--- src/rtl/leaf_user2bft_packetizer.sv ---
// leaf_user2bft_packetizer
//   Accepts 32-bit user words over an ap_vld/ap_ack handshake, buffers them in
//   a small FIFO and emits credit-limited packets toward the BFT leaf port.
//   Each packet carries the destination leaf/port, a wrapping receiver BRAM
//   address and the payload word.
//
//   Handshakes:
//     user side : a word transfers in every cycle where din_vld & din_ack.
//                 din_ack is combinational and never depends on a pop in the
//                 same cycle, so a full FIFO always costs one bubble.
//     BFT side  : a packet transfers in every cycle where pkt_out[48] &
//                 pkt_ready. While valid & ~ready the packet is held bit-stable.
//
//   Ports:
//     clk_user        sole clock
//     reset           asynchronous, active-high reset
//     din_user        user payload word
//     din_vld/din_ack user handshake
//     dest_leaf       destination leaf, sampled when a packet is issued
//     dest_port       destination port, sampled when a packet is issued
//     credit_ret_vld  credit return strobe
//     credit_ret_num  number of receiver slots returned
//     pkt_out         {valid, leaf, port, addr, payload}
//     pkt_ready       BFT side consumes pkt_out
//     credit_err      sticky flag: returned credits exceeded the receiver size
module leaf_user2bft_packetizer #(
  parameter int PACKET_BITS     = 49,
  parameter int PAYLOAD_BITS    = 32,
  parameter int NUM_LEAF_BITS   = 5,
  parameter int NUM_PORT_BITS   = 4,
  parameter int NUM_ADDR_BITS   = 7,
  parameter int FIFO_DEPTH_BITS = 2
) (
  input  logic                     clk_user,
  input  logic                     reset,
  input  logic [PAYLOAD_BITS-1:0]  din_user,
  input  logic                     din_vld,
  output logic                     din_ack,
  input  logic [NUM_LEAF_BITS-1:0] dest_leaf,
  input  logic [NUM_PORT_BITS-1:0] dest_port,
  input  logic                     credit_ret_vld,
  input  logic [NUM_ADDR_BITS:0]   credit_ret_num,
  output logic [PACKET_BITS-1:0]   pkt_out,
  input  logic                     pkt_ready,
  output logic                     credit_err
);

  localparam int FIFO_DEPTH = 1 << FIFO_DEPTH_BITS;
  localparam int CREDIT_MAX = 1 << NUM_ADDR_BITS;
  // One extra bit over credit_cnt holds the pre-saturation sum (max 128+255).
  localparam int CW = NUM_ADDR_BITS + 2;

  logic [PAYLOAD_BITS-1:0]    fifo_mem [FIFO_DEPTH];
  logic [FIFO_DEPTH_BITS-1:0] wr_ptr;
  logic [FIFO_DEPTH_BITS-1:0] rd_ptr;
  logic [FIFO_DEPTH_BITS:0]   fifo_count;
  logic                       fifo_full;
  logic                       fifo_nonempty;

  logic [NUM_ADDR_BITS-1:0]   addr_cnt;
  logic [NUM_ADDR_BITS:0]     credit_cnt;
  logic [CW-1:0]              credit_sum;

  logic                       pkt_valid;
  logic                       pkt_consumed;
  logic                       issue;
  logic                       wr_en;

  // Full/empty come straight from the registered count, keeping din_ack free
  // of any path from pkt_ready.
  assign fifo_full     = (fifo_count == (FIFO_DEPTH_BITS + 1)'(FIFO_DEPTH));
  assign fifo_nonempty = (fifo_count != '0);

  assign din_ack = din_vld & ~fifo_full & ~reset;
  assign wr_en   = din_ack;

  assign pkt_valid    = pkt_out[PACKET_BITS-1];
  assign pkt_consumed = pkt_valid & pkt_ready;
  // The output register is free when empty or being drained this cycle.
  assign issue = fifo_nonempty & (credit_cnt != '0) & (~pkt_valid | pkt_ready);

  // Issue and return land in the same update; issue only happens with
  // credit_cnt != 0, so the subtraction cannot underflow.
  always_comb begin
    credit_sum = CW'(credit_cnt) - CW'(issue);
    if (credit_ret_vld) begin
      credit_sum = credit_sum + CW'(credit_ret_num);
    end
  end

  // Payload storage needs no reset; occupancy is tracked by the pointers.
  always_ff @(posedge clk_user) begin
    if (wr_en) begin
      fifo_mem[wr_ptr] <= din_user;
    end
  end

  always_ff @(posedge clk_user or posedge reset) begin
    if (reset) begin
      wr_ptr     <= '0;
      rd_ptr     <= '0;
      fifo_count <= '0;
    end else begin
      if (wr_en) begin
        wr_ptr <= wr_ptr + FIFO_DEPTH_BITS'(1);
      end
      if (issue) begin
        rd_ptr <= rd_ptr + FIFO_DEPTH_BITS'(1);
      end
      if (wr_en && !issue) begin
        fifo_count <= fifo_count + (FIFO_DEPTH_BITS + 1)'(1);
      end else if (!wr_en && issue) begin
        fifo_count <= fifo_count - (FIFO_DEPTH_BITS + 1)'(1);
      end
    end
  end

  always_ff @(posedge clk_user or posedge reset) begin
    if (reset) begin
      pkt_out  <= '0;
      addr_cnt <= '0;
    end else begin
      if (issue) begin
        pkt_out  <= {1'b1, dest_leaf, dest_port, addr_cnt, fifo_mem[rd_ptr]};
        addr_cnt <= addr_cnt + NUM_ADDR_BITS'(1);
      end else if (pkt_consumed) begin
        // Only the valid bit drops; the stale fields are left in place.
        pkt_out[PACKET_BITS-1] <= 1'b0;
      end
    end
  end

  always_ff @(posedge clk_user or posedge reset) begin
    if (reset) begin
      credit_cnt <= (NUM_ADDR_BITS + 1)'(CREDIT_MAX);
      credit_err <= 1'b0;
    end else begin
      if (credit_sum > CW'(CREDIT_MAX)) begin
        credit_cnt <= (NUM_ADDR_BITS + 1)'(CREDIT_MAX);
        credit_err <= 1'b1;
      end else begin
        credit_cnt <= credit_sum[NUM_ADDR_BITS:0];
      end
    end
  end

endmodule

--- config.mk ---
export PLATFORM = sky130hd
export DESIGN_NAME = leaf_user2bft_packetizer
export DESIGN_NICKNAME = d
export VERILOG_FILES = /design/src/rtl/leaf_user2bft_packetizer.sv
export SDC_FILE = /design/constraint.sdc
export NUM_CORES = 1
export LEC_CHECK = 0
export ABC_AREA = 0
export CORE_ASPECT_RATIO = 1.25
export CORE_MARGIN = 4
export CORE_UTILIZATION = 45
export CTS_BUF_LIST = sky130_fd_sc_hd__clkbuf_4 sky130_fd_sc_hd__clkbuf_8
export CTS_CLUSTER_SIZE = 14
export DETAILED_ROUTE_END_ITERATION = 16
export PLACE_DENSITY = 0.73
export SYNTH_ARGS = -nofsm -noshare
export SYNTH_HDL_FRONTEND = slang
export SYNTH_SLANG_ARGS = --single-unit
export TNS_END_PERCENT = 50
--- constraint.sdc ---
create_clock -name clk_user -period 7.55 [get_ports clk_user]
set_input_delay 1.51 -clock clk_user [delete_from_list [all_inputs] [get_ports clk_user]]
set_output_delay 1.51 -clock clk_user [all_outputs]
set_load 0.02 [all_outputs]
==> impl_metrics.py <==
metrics = {
    "status": {
        "status": "finished, final reports clean",
    },
    "power_and_ir_drop": {
        "seq_power_share_pct": 41.5,
        "swShare_pct": 34.24,
        "p_int_mw": 2.587,
        "p_leak_nw": 3.503,
        "power.switching_mw": 1.347,
        "p_comb_share_pct": 42.1,
        "power.density_mw_per_mm2": 404.7,
        "vdd_drop_max_mv": 0.2079,
        "fin_total_pwr_mw": 3.934,
        "pwr-share-clk_pct": 16.4,
    },
    "global_routing": {
        "grtUsageTotal_pct": 15.78,
        "grt_max_degree": 73,
        "grt_antenna_before_repair": 1,
        "grt_overflow": 0,
        "grt_pass1_vias": 4557,
        "grt_pass1_wl_mm": 24.31,
    },
    "sta": {
        "finalSetupTns_ns": 0,
        "fin_ws_ns": 2.989,
        "rsz0062_at_grt": "no",
        "slew_headroom_pct": 34.43,
        "fmax_ghz": 0.2192,
        "skew_ns": 0.01642,
        "tightest_slew_ns": 0.9836,
        "drv_slew": 0,
        "fin_crit_sh_pct": 60.42,
        "period_minus_slack_ns": 4.561,
        "hold_violations": 0,
        "final-setup-viol-count": 0,
    },
    "clocking": {
        "cts_tree": "yes",
        "cts-resized-gates": 0,
        "clock_path_buffers": 2,
        "clock_sinks": 200,
        "clk_root_buffer_cell": "clkbuf_8",
        "postCtsSetupRepairBufs": 0,
        "clock_latency_ns": 0.46,
        "hold_buffers": 0,
        "cts-htree-levels": 4,
        "cts_buffers": 17,
        "clk_pin_slew_ns": 0.09,
    },
    "logic_synthesis": {
        "synth_edf_count": 128,
        "ys_ff_latch": 200,
        "yosys_warnings": 0,
        "synthCells": 442,
        "synth_nets": 514,
        "async_flop_share_pct": 36.00,
        "synth_ff_type": "edfxtp_1",
        "syn_area_per_cell_sq_um": 18.28,
        "synth.distinct_cells": 47,
        "seq_area_frac_synth_pct": 69.90,
        "syn_area_sq_mm": 0.008078,
    },
    "drt": {
        "antenna_left": 0,
        "drcViolationCount": 0,
        "wirelength_mm": 14.92,
        "firstDrtPassIters": 4,
        "wl_per_cell_microns": 18.91,
        "vias": 4159,
        "via_per_inst": 5.271,
        "drt_iter0_drc": 141,
    },
    "floorplan": {
        "die-area_sq_mm": 0.02017,
        "die_h_microns": 157.8,
        "die_x_microns": 127.8,
        "initial_core_util_pct": 45.98,
        "core_area_sq_mm": 0.01757,
        "num_io_pins": 105,
        "std_cell_rows": 54,
    },
    "cells_and_area": {
        "diodes": 0,
        "finalInstanceArea_sq_mm": 0.009722,
        "drive_above_1_share_pct": 23.36,
        "final_common_cell": "edfxtp_1",
        "syn_to_final_growth_pct": 20.35,
        "final_util_pct": 55.34,
        "layout.nets": 624,
        "final_cell_mix": "edfxtp_1 (128), clkdlybuf4s50_1 (104), dfrtp_1 (69), mux2_2 (50), mux4_2 (32)",
    },
    "critical_path": {
        "start_kind": "input port",
        "required_ns": 6.04,
        "arrival_ns": 3.05,
        "rrSetupSlack_ns": 3.30,
        "crit_type": "in2out",
        "cp-end-kind": "output pin",
        "crit_fanout": 9,
    },
    "min_path": {
        "hp-class": "reg2reg",
    },
    "placed_design": {
        "place_area_sq_mm": 0.009343,
        "gp_congestion": 0.7730,
        "dp_hpwl_mm": 9.302,
        "port-buffer-count": 104,
        "post-place-ws_ns": 2.562,
    },
    "run": {
        "cap_viol_max_count": 0,
    },
}
## state kept, by name (all words and copies together) (netlist names)
name / flops
credit_err: 1
credit_cnt: 8
fifo_mem: 128
wr_ptr: 2
pkt_out: 49
rd_ptr: 2
addr_cnt: 7
fifo_count: 3
## metal layers
layer | part of all wire (%) | vias to the layer above | track usage [%] | wire length, microns
met4 | 1.5 | 2 | 5.410 | 220
met1 | 43 | 2112 | 20.46 | 6394
met5 | 0.087 | - | 0 | 13
li1 | - | 1929 | - | -
met2 | 51 | 95 | 26.04 | 7583
met3 | 4.8 | 21 | 4.117 | 709
## stage by stage
stage / cells / hold slack [ns]
final: 789 / 0.4721
after CTS: 789 / 0.4754
after detailed placement: 757 / 0.4586
after global placement: 757 / 0.4586
after floorplan: 442 / 0.4402
after global routing: 789 / 0.5274
## final timing paths
path | cells past startpoint | start | end
hold / removal | 1 | addr_cnt[6] | addr_cnt[6]
max in group asynchronous | 3 | reset | rd_ptr[0]
setup / recovery | 3 | din_vld | din_ack
hold reg to reg | 1 | addr_cnt[6] | addr_cnt[6]
min in group asynchronous | 3 | reset | credit_cnt[4]
setup reg to reg | 14 | credit_cnt[2] | credit_err
## logic make-up after synthesis
kind of cell,Yosys count,synth area share [%]
muxes,85,16.26
and+or+nand+nor,60,4.213
AOI/OAI and AO/OA,27,2.463
DFF,200,69.90
xor gates and xnor gates,22,2.385
buffers and inverters,30,1.797
adders and majority gates,18,2.974
## cell type report
cell class / instances / area, sq um
flip-flops and latches: 200 / 5649
repair buffers: 107 / 1064
clock buffers: 23 / 285.3
multi-input cells: 212 / 2296
clock inverters: 9 / 93.84
inverters: 14 / 53.80
fillers: 1397 / 7845
well taps: 224 / 280.3
## worst max-delay path, stage by stage
cell	delay, ns
clkdlybuf4s50_1	0.49
o311a_1	0.35
clkdlybuf4s50_1	0.69
## Yosys cell counts (all sizes together), types with 2 or more instances
cell	n	area share [%]
mux4	32	8.9
xor2	10	1.1
and2	4	0.31
o21ai	4	0.25
o211a	2	0.25
mux2	50	7.0
or4	3	0.37
o211ai	3	0.28
clkbuf	6	0.28
or3	2	0.15
a211oi	5	0.46
nor2	13	0.60
nand2	15	0.70
nor4b	3	0.40
buf	10	0.87
nand2b	2	0.15
inv	14	0.65
a21oi	5	0.36
ha	16	2.5
xnor2	12	1.3
nor4	2	0.15
nand4	3	0.23
edfxtp	128	48
dfrtp	71	22
nor3b	4	0.37
nor3	5	0.37
fa	2	0.50
mux2i	3	0.37
## power groups by stage
stage               Clock [mW]  Sequential (mW)  Combinational, mW
floorplan                    0             1.74               1.03
global placement             0             1.65               1.65
detailed placement           0             1.66               1.68
CTS                      0.664             1.64               1.69
global route             0.713             1.67               1.81
finish                   0.645             1.63               1.66
Power figures use the tool's default switching activity.
